File: config.mk
export PLATFORM = sky130hd
export DESIGN_NAME = fir_out_requant
export DESIGN_NICKNAME = d
export VERILOG_FILES = /design/src/rtl/fir_pkg.sv /design/src/rtl/fir_out_fifo.sv /design/src/rtl/fir_out_requant.sv
export SDC_FILE = /design/constraint.sdc
export NUM_CORES = 1
export LEC_CHECK = 0
export CORE_MARGIN = 2
export CORE_UTILIZATION = 45
export CTS_BUF_LIST = sky130_fd_sc_hd__clkbuf_16
export DETAILED_ROUTE_END_ITERATION = 7
export GPL_TIMING_DRIVEN = 0
export HOLD_SLACK_MARGIN = 0.02
export PLACE_DENSITY = 0.68
export SYNTH_ARGS = -nofsm -noshare
export SYNTH_HDL_FRONTEND = slang
export SYNTH_SLANG_ARGS = --single-unit
File: constraint.sdc
create_clock -name CLK_Filter -period 2.7 [get_ports CLK_Filter]
set_input_delay 0.27 -clock CLK_Filter [delete_from_list [all_inputs] [get_ports CLK_Filter]]
set_output_delay 0.27 -clock CLK_Filter [all_outputs]
set_load 0.05 [all_outputs]
File: src/rtl/fir_pkg.sv
// fir_pkg: sample widths shared by the FIR datapath blocks and their benches
package fir_pkg;
   localparam int FIR_IN_W  = 20;
   localparam int FIR_OUT_W = 8;
   localparam int DECIM_CW  = 4;
endpackage

File: src/rtl/fir_out_fifo.sv
// fir_out_fifo: sync FIFO (clk, rst_n, wr_valid/wr_data in, rd_ready in, rd_data/rd_valid/full out), head registered onto rd_data
module fir_out_fifo #(
   parameter int W     = 8,
   parameter int DEPTH = 4
) (
   input  logic         clk,
   input  logic         rst_n,
   input  logic         wr_valid,
   input  logic [W-1:0] wr_data,
   input  logic         rd_ready,
   output logic [W-1:0] rd_data,
   output logic         rd_valid,
   output logic         full
);
   localparam int AW = $clog2(DEPTH);
   logic [W-1:0] mem [DEPTH];
   logic [AW:0] rd, wr, rd_n, wr_n;
   logic pop, push;
   assign rd_valid = rd != wr;
   assign full = (rd[AW] != wr[AW]) && (rd[AW-1:0] == wr[AW-1:0]);
   assign pop = rd_valid & rd_ready;
   assign push = wr_valid & (~full | pop);
   assign rd_n = pop ? rd + 1'b1 : rd;
   assign wr_n = push ? wr + 1'b1 : wr;
   always_ff @(posedge clk)
      if (push) mem[wr[AW-1:0]] <= wr_data;
   always_ff @(posedge clk or negedge rst_n)
      if (!rst_n) begin
         rd      <= '0;
         wr      <= '0;
         rd_data <= '0;
      end else begin
         rd <= rd_n;
         wr <= wr_n;
         if (rd_n != wr_n) rd_data <= (rd_n == wr) ? wr_data : mem[rd_n[AW-1:0]];
      end
endmodule

File: src/rtl/fir_out_requant.sv
// fir_out_requant: decimate, round-shift and saturate filter samples into a ready/valid FIFO (CLK_Filter, rst_n, in_*, out_*, overflow, sat_flag, clr_flags)
module fir_out_requant
   import fir_pkg::*;
#(
   parameter int IN_W       = FIR_IN_W,
   parameter int OUT_W      = FIR_OUT_W,
   parameter int SHIFT      = 10,
   parameter int DECIM      = 1,
   parameter int FIFO_DEPTH = 4
) (
   input  logic             CLK_Filter,
   input  logic             rst_n,
   input  logic [IN_W-1:0]  in_data,
   input  logic             in_valid,
   output logic [OUT_W-1:0] out_data,
   output logic             out_valid,
   input  logic             out_ready,
   output logic             overflow,
   output logic             sat_flag,
   input  logic             clr_flags
);
   localparam logic [IN_W:0] HALF = (IN_W+1)'(1) << (SHIFT-1);
   localparam logic [IN_W:0] MAXV = (IN_W+1)'((1 << OUT_W) - 1);
   logic [DECIM_CW-1:0] cnt;
   logic [IN_W:0] r;
   logic [OUT_W-1:0] q, s1_d, s2_d;
   logic keep, sat, s1_v, s2_v, full, ovf_set;
   assign r = ({1'b0, in_data} + HALF) >> SHIFT;
   assign sat = r > MAXV;
   assign q = sat ? '1 : r[OUT_W-1:0];
   assign keep = in_valid && cnt == '0;
   assign ovf_set = s2_v & full & ~(out_valid & out_ready);
   always_ff @(posedge CLK_Filter or negedge rst_n)
      if (!rst_n) begin
         cnt      <= '0;
         s1_v     <= 1'b0;
         s1_d     <= '0;
         s2_v     <= 1'b0;
         s2_d     <= '0;
         sat_flag <= 1'b0;
         overflow <= 1'b0;
      end else begin
         if (in_valid) cnt <= (cnt == DECIM_CW'(DECIM-1)) ? '0 : cnt + 1'b1;
         s1_v <= keep;
         if (keep) s1_d <= q;
         s2_v <= s1_v;
         if (s1_v) s2_d <= s1_d;
         sat_flag <= (keep & sat) | (sat_flag & ~clr_flags);
         overflow <= ovf_set | (overflow & ~clr_flags);
      end
   fir_out_fifo #(.W(OUT_W), .DEPTH(FIFO_DEPTH)) u_fifo (
      .clk      (CLK_Filter),
      .rst_n    (rst_n),
      .wr_valid (s2_v),
      .wr_data  (s2_d),
      .rd_ready (out_ready),
      .rd_data  (out_data),
      .rd_valid (out_valid),
      .full     (full)
   );
endmodule
==> run_results.csv <==
group,metric,value,unit
clock_tree,clkLatencyLatePin,0.33,ns
setup_path,cp-start-kind,"register",
global_route,grt_use_met2,24.4,%
synthesis,synth.yosys.seq_area_share,54.8,%
power_and_ir_drop,pwr_density_cell,1320,mW/mm^2
synthesis,yosysTopAreaCellShare,27.6,%
clock_tree,ctsHoldBuffers,0,
synthesis,synth_cell_types,37,
die,die_height,92.0,um
power_and_ir_drop,ir_drop,0.511,mV
placement,dp_hpwl,4.13,mm
route,via_per_inst,5.27,
power_and_ir_drop,power.total,5.54,mW
finish,syn_to_final_growth,20.5,%
timing,finalCritPeriodShare,93.4,%
route,vias,2020,
global_route,grt_pass1_wl,9.80,mm
global_route,grtUsageTotal,15.4,%
run,max_cap_violations,0,
synthesis,synth_cells,238,
global_route,gr-max-usage-layer,"met2",
synthesis,synthTopCellsByArea,"edfxtp_1, dfrtp_1, mux2_2",
setup_path,required,2.91,ns
route,wl,6.07,mm
synthesis,yosysTopAreaCell,"edfxtp_1",
finish,final_area,0.00420,sq mm
timing,max_freq,0.396,GHz
timing,rsz0062_at_grt,"no",
synthesis,synth_common_cells,"dfrtp_1, mux2_2, edfxtp_1, mux4_2, nor2_1",
synthesis,synth_edf_count,32,
setup_path,critical_path_class,"reg -> reg",
setup_path,crit_slowest_cell,"dfrtp_1",
clock_tree,htreeDepth,3,
route,drtAntennaViolNets,0,
timing,setup_tns,0,ns
power_and_ir_drop,p_leak,1.50,nW
global_route,grt_pass1_vias,1964,
clock_tree,path_clk_slew,0.06,ns
timing,maxSlewHeadroom,43.2,%
synthesis,syn-cell-area,0.00349,sq mm
finish,fillerInstances,636,
global_route,met3_usage,2.71,%
synthesis,ys_ff_latch,70,
setup_path,timing.rr.end,"u_fifo.rd_data[7]",
timing,post-route-min-period,2.52,ns
global_route,grt_start_max_net_pins,39,
setup_path,r2r-start,"u_fifo.rd[1]",
clock_tree,cts_root_buf,"clkbuf_16",
setup_path,cp.arrival,2.73,ns
die,rows,32,
route,drt_iter0_drc,158,
setup_path,crit_fanout,10,
die,ios,36,
setup_path,cp_slowest_stage_delay,0.40,ns
timing,drv_slew,0,
route,avgRoutedWirePerCell,15.8,um
die,dieArea,0.00847,sq mm
finish,antenna_cells,0,
placement,placed_area,0.00386,sq mm
synthesis,ys_warn_count,0,
setup_path,critical_path_buf_inv_count,2,
synthesis,synthArstFlopShare,54.3,%
placement,port_buffers,25,
die,fp.dieW,92.0,um
setup_path,crit_family,"multiplexers",
timing,fin_hold_ws,0.0506,ns
die,start_util,45.8,%
finish,layout.nets,309,
timing,worstMarginPinSlew,0.852,ns
setup_path,regToRegSetupSlack,0.18,ns
setup_path,crit_chain,"buf_4 > xnor2_2 > a41oi_4 > mux2_4 > xor2_1 > a211oi_4 > buf_12 > mux2_2",
global_route,met1_usage,20.5,%
die,core-area,0.00761,sq mm
clock_tree,cts.sinks,70,
placement,gp_congestion,0.782,
clock_tree,cts_buffer_depth,2,
status,outcome,"finished clean",
setup_path,reg2reg_depth,8,
global_route,overflow,0,
timing,skew,0.00531,ns
clock_tree,cts_tree,"done",
finish,drive_gt1_share,32.0,%
clock_tree,cts_made_buffers,9,
setup_path,critPathCaptureType,"register",
placement,dp_slack,-0.417,ns
synthesis,syn_avg_cell_area,14.6,sq um
timing,final.setup.worst_slack,0.177,ns
timing,final_hold_viol_count,0,
synthesis,syn_nets,271,
route,drcViolationCount,0,
synthesis,synth_ff_type,"dfrtp_1",
timing,setup_violations,0,
hold_path,hold_class,"in -> async",
global_route,antenna_found_initial,0,
synthesis,synth_most_common_cell,"dfrtp_1",
route,dr.pass1.iters,6,
worst reg2reg max path: cells and delay by family, from the launching register on:
| kind | cells | cell delay, ns |
|---|---|---|
| AOI/OAI and AO/OA | 2 | 0.58 |
| xor gates and xnor gates | 2 | 0.37 |
| buffers and inverters | 2 | 0.39 |
| DFF | 1 | 0.40 |
| muxes | 2 | 0.68 |
flip-flops by register name (all words and copies together) (netlist names):
signal / count
s1_d: 8
u_fifo.mem: 32
u_fifo.rd: 3
s1_v: 1
overflow: 1
u_fifo.rd_data: 8
u_fifo.wr: 3
s2_v: 1
cnt: 4
sat_flag: 1
s2_d: 8
placed cells by master (no fill, tap or decap), types with 2 or more instances in the layout:
| cell | n |
|---|---|
| mux2_2 | 33 |
| clkbuf_16 | 9 |
| xor2_1 | 10 |
| and2_2 | 4 |
| mux2_4 | 2 |
| inv_6 | 2 |
| clkdlybuf4s50_1 | 23 |
| edfxtp_1 | 32 |
| clkbuf_2 | 2 |
| ha_1 | 8 |
| xnor2_1 | 8 |
| a31oi_1 | 8 |
| o211ai_1 | 3 |
| dfrtp_1 | 38 |
| nand2_1 | 10 |
| o21ai_0 | 5 |
| clkinv_2 | 3 |
| nand3_1 | 5 |
| buf_4 | 3 |
| nor2_1 | 16 |
| xnor2_2 | 3 |
| nand4_1 | 2 |
| clkbuf_1 | 3 |
| inv_1 | 9 |
| mux4_2 | 16 |
| buf_12 | 2 |
power breakdown:
group / internal [mW] / switching [mW] / total [mW] / leakage (nW)
combinational: 1.39 / 1.36 / 2.76 / 0.665
clock: 0.622 / 0.441 / 1.06 / 0.136
sequential: 1.47 / 0.252 / 1.72 / 0.695
worst max path at each step:
stage	cells after the start	slack, ns	endpoint	start
detailed placement	7	-0.42	u_fifo.rd_data[1]	u_fifo.rd[1]
global route	7	0.07	u_fifo.rd_data[7]	u_fifo.rd[2]
finish	8	0.18	u_fifo.rd_data[7]	u_fifo.rd[1]
floorplan	7	0.13	u_fifo.rd_data[0]	u_fifo.rd[0]
CTS	6	0.04	u_fifo.rd_data[6]	u_fifo.rd[0]
global placement	7	-0.43	u_fifo.rd_data[1]	u_fifo.rd[1]
cell families after synthesis:
family          Yosys count  share of synthesized area, %
fa+ha+maj                 8                          2.87
buf+inv                  17                          2.08
compound gates           28                          6.86
flops                    70                          54.8
simple gates             42                          5.74
mux                      51                          21.9
xor+xnor                 22                          5.74
layer usage:
metal	wire length [um]	share of wire [%]	up-vias
met2	2960	49	37
met4	118	1.9	0
li1	-	-	972
met3	145	2.4	9
met1	2840	47	1002
met5	0	0	-
timing repair:
action                                  in CTS  in global routing
endpoints found under the hold margin        0                  0
pin swaps                                    2                  0
resized for setup                            2                  5
endpoints found under the setup margin       8                  8
buffers inserted                             3                  0
final cells by class:
cell class / count / area [sq um] / area share [%]
plain buffers: 7 / 36.3 / 0.864
clock buffers: 9 / 225 / 5.36
clock inverters: 7 / 46.3 / 1.10
inverters: 9 / 33.8 / 0.804
multi-input cells: 151 / 1530 / 36.4
flip-flops and latches: 70 / 1910 / 45.5
well taps: 102 / 128 / 3.04
repair buffers: 28 / 292 / 6.94
through the flow:
stage / util (%) / std cells
final: 55.2 / 383
after global routing: 55.2 / 383
after CTS: 55.0 / 384
after detailed placement: 50.7 / 365
after global placement: 50.8 / 365
after floorplan: - / 238
Power figures use the tool's default switching activity.
==> RTL change: new RTL, same flow settings <==
Reset style: synchronous (`rst_n`), changed in 2 clocked blocks.
--- a/src/rtl/fir_out_fifo.sv
+++ b/src/rtl/fir_out_fifo.sv
@@ -26,3 +26,3 @@
       if (push) mem[wr[AW-1:0]] <= wr_data;
-   always_ff @(posedge clk or negedge rst_n)
+   always_ff @(posedge clk)
       if (!rst_n) begin
--- a/src/rtl/fir_out_requant.sv
+++ b/src/rtl/fir_out_requant.sv
@@ -32,3 +32,3 @@
    assign ovf_set = s2_v & full & ~(out_valid & out_ready);
-   always_ff @(posedge CLK_Filter or negedge rst_n)
+   always_ff @(posedge CLK_Filter)
       if (!rst_n) begin
Formal check against the unedited RTL: differs if rst_n is asserted again (counterexample within 4 cycles, from zero or initial values and one cycle with rst_n low); with rst_n held inactive, the same outputs for 10 cycles.
==> RTL change against the unedited design <==
  * Clock skew down 0.0015 ns
  * Worst setup slack better by 0.0089 ns
  * Area after synthesis down 4.7%
  * Count of clock-buffer cells in the layout unchanged
  * Sequential share of layout area down 3.0 points
  * Utilization up 0.93 points
  * Sequential cell count unchanged
  * Routed wire length up 0.53%
  * Cell area down 3.6%
Power is not compared: it rests on default switching activity, and its combinational part moved more than twofold at a synthesized area within 25%.
==> RTL change: results <==
metrics = {
    "layout": {
        "fin_nets": 351,
        "layout-drive-gt1-share_pct": 18.58,
        "fillers": 634,
        "antenna_cells": 0,
        "largest_reg_flops": 32,
    },
    "setup_path": {
        "r2r-end": "u_fifo.rd_data[0]",
        "worstRegToRegCells": 9,
        "cp.arrival_ns": 2.71,
        "cp_max_fo": 10,
        "regToRegSetupSlack_ns": 0.19,
        "startpoint": "u_fifo.wr[1]",
    },
    "place": {
        "io_buffer_count": 26,
        "pre_cts_slack_ns": -0.008128,
        "finalWeightedCongestion": 0.8102,
        "place_hpwl_mm": 4.342,
    },
    "clocking": {
        "clk_latency_ns": 0.32,
        "cts-root-buf": "clkbuf_16",
        "path_clk_slew_ns": 0.05,
        "cts_made_buffers": 9,
        "clk_path_buf_depth": 2,
        "htreeDepth": 3,
    },
    "global_route": {
        "use_met1_pct": 19.68,
        "grt_util_met2_pct": 27.02,
        "grt_antenna_before_repair": 0,
        "grt_max_degree": 12,
        "track_usage_pct": 16.10,
        "grt_util_met3_pct": 5.029,
        "grt_pass1_vias": 2113,
        "grt_pass1_wl_mm": 10.26,
    },
    "detailed_routing": {
        "vias": 2181,
        "drt_iter0_markers": 73,
        "routedWlPerCell_um": 14.45,
        "first_pass_iters": 6,
    },
    "worst_hold_path": {
        "holdPathStages": 2,
        "hold_class": "flop to flop",
    },
    "timing": {
        "finClkSkew_ns": 0.003772,
        "slew_headroom_pct": 60.16,
    },
    "outcome": {
        "status": "completed",
    },
    "synth": {
        "ys_types": 47,
        "synth-edff-count": 32,
        "synth_area_leaders": "edfxtp_1 29%, dfxtp_1 23%, mux2_2 5.4%, mux2i_1 3.6%, ha_1 3.0%",
        "synth_commonest_cells": "38 x dfxtp_1, 32 x edfxtp_1, 16 x mux2_2, 16 x nor2_1, 14 x nor2b_1",
        "ys_warn_count": 0,
        "async_flop_share_pct": 0,
        "synthesis.nets": 310,
        "ys_seq_area_share_pct": 51.81,
    },
    "power_and_ir_drop": {
        "ir_drop_uv": 363.2,
        "power_leakage_nw": 1.433,
    },
}
RTL change: kinds of logic (layout without fill, tap and decap cells):
group	count (synthesis)	count (layout)	synth area share, %
flops	70	70	51.81
simple gates	66	66	10.54
compound gates	62	62	15.25
mux	28	28	9.036
xor+xnor	22	22	7.154
buf+inv	21	67	3.201
fa+ha+maj	8	8	3.012
RTL change: report_power, final:
group          internal [mW]  leakage (nW)  switching (mW)
Clock                  0.698         0.145           0.391
Sequential              1.17         0.608          0.0396
Combinational          0.253         0.680           0.340
Total                   2.12          1.43           0.771
RTL change: repair_timing:
action / in CTS / in global routing
gates resized for setup: 1 / 3
endpoints found under the setup margin: 4 / 8
setup buffers: 3 / 1
RTL change: through the flow:
step	area [um2]	util [%]	hold WS (ns)	cells
6_report	4050	56.14	0.5178	422
4_1_cts	4019	55.71	0.5219	421
3_3_place_gp	3707	51.39	0.4952	402
5_1_grt	4050	56.14	0.5435	422
3_5_place_dp	3707	51.39	0.5105	402
2_1_floorplan	3323	-	0.3982	277
RTL change: worst max-delay path by stage:
stage / slack (ns) / depth (start not counted) / end
finish: 0.19 / 9 / u_fifo.rd_data[0]
global route: 0.0008 / 8 / u_fifo.rd_data[2]
CTS: 0.13 / 8 / u_fifo.rd_data[0]
detailed placement: -0.008 / 7 / u_fifo.rd_data[0]
global placement: 0.0003 / 8 / u_fifo.rd_data[2]
floorplan: 0.09 / 9 / u_fifo.rd_data[0]
RTL change: metal layers:
metal	vias up	share of wire, %	routed length, um
met5	-	0	0
met4	0	1.2	73
met3	6	4.6	278
met2	56	48	2917
met1	1005	46	2829
li1	1114	-	-
RTL change: final cells by class:
cell class                      instances  area, um2  area share, %
Clock inverter                          7      56.30          1.390
Tap cell                               99      123.9          3.058
Buffer                                 14      80.08          1.977
Sequential cell                        70       1722          42.51
Timing Repair Buffer                   30      290.3          7.167
Inverter                                7      26.28         0.6487
Clock buffer                            9      225.2          5.561
Multi-Input combinational cell        186       1526          37.69
RTL change: worst max-delay path, cell delays in order, from the launching register on:
cell and delay [ns]:
dfxtp_1 0.35, buf_2 0.20, xor2_1 0.16, o31ai_4 0.36, xor2_2 0.16, buf_4 0.17, buf_6 0.16, mux2_2 0.35
a222oi_1 0.37, a21oi_2 0.10
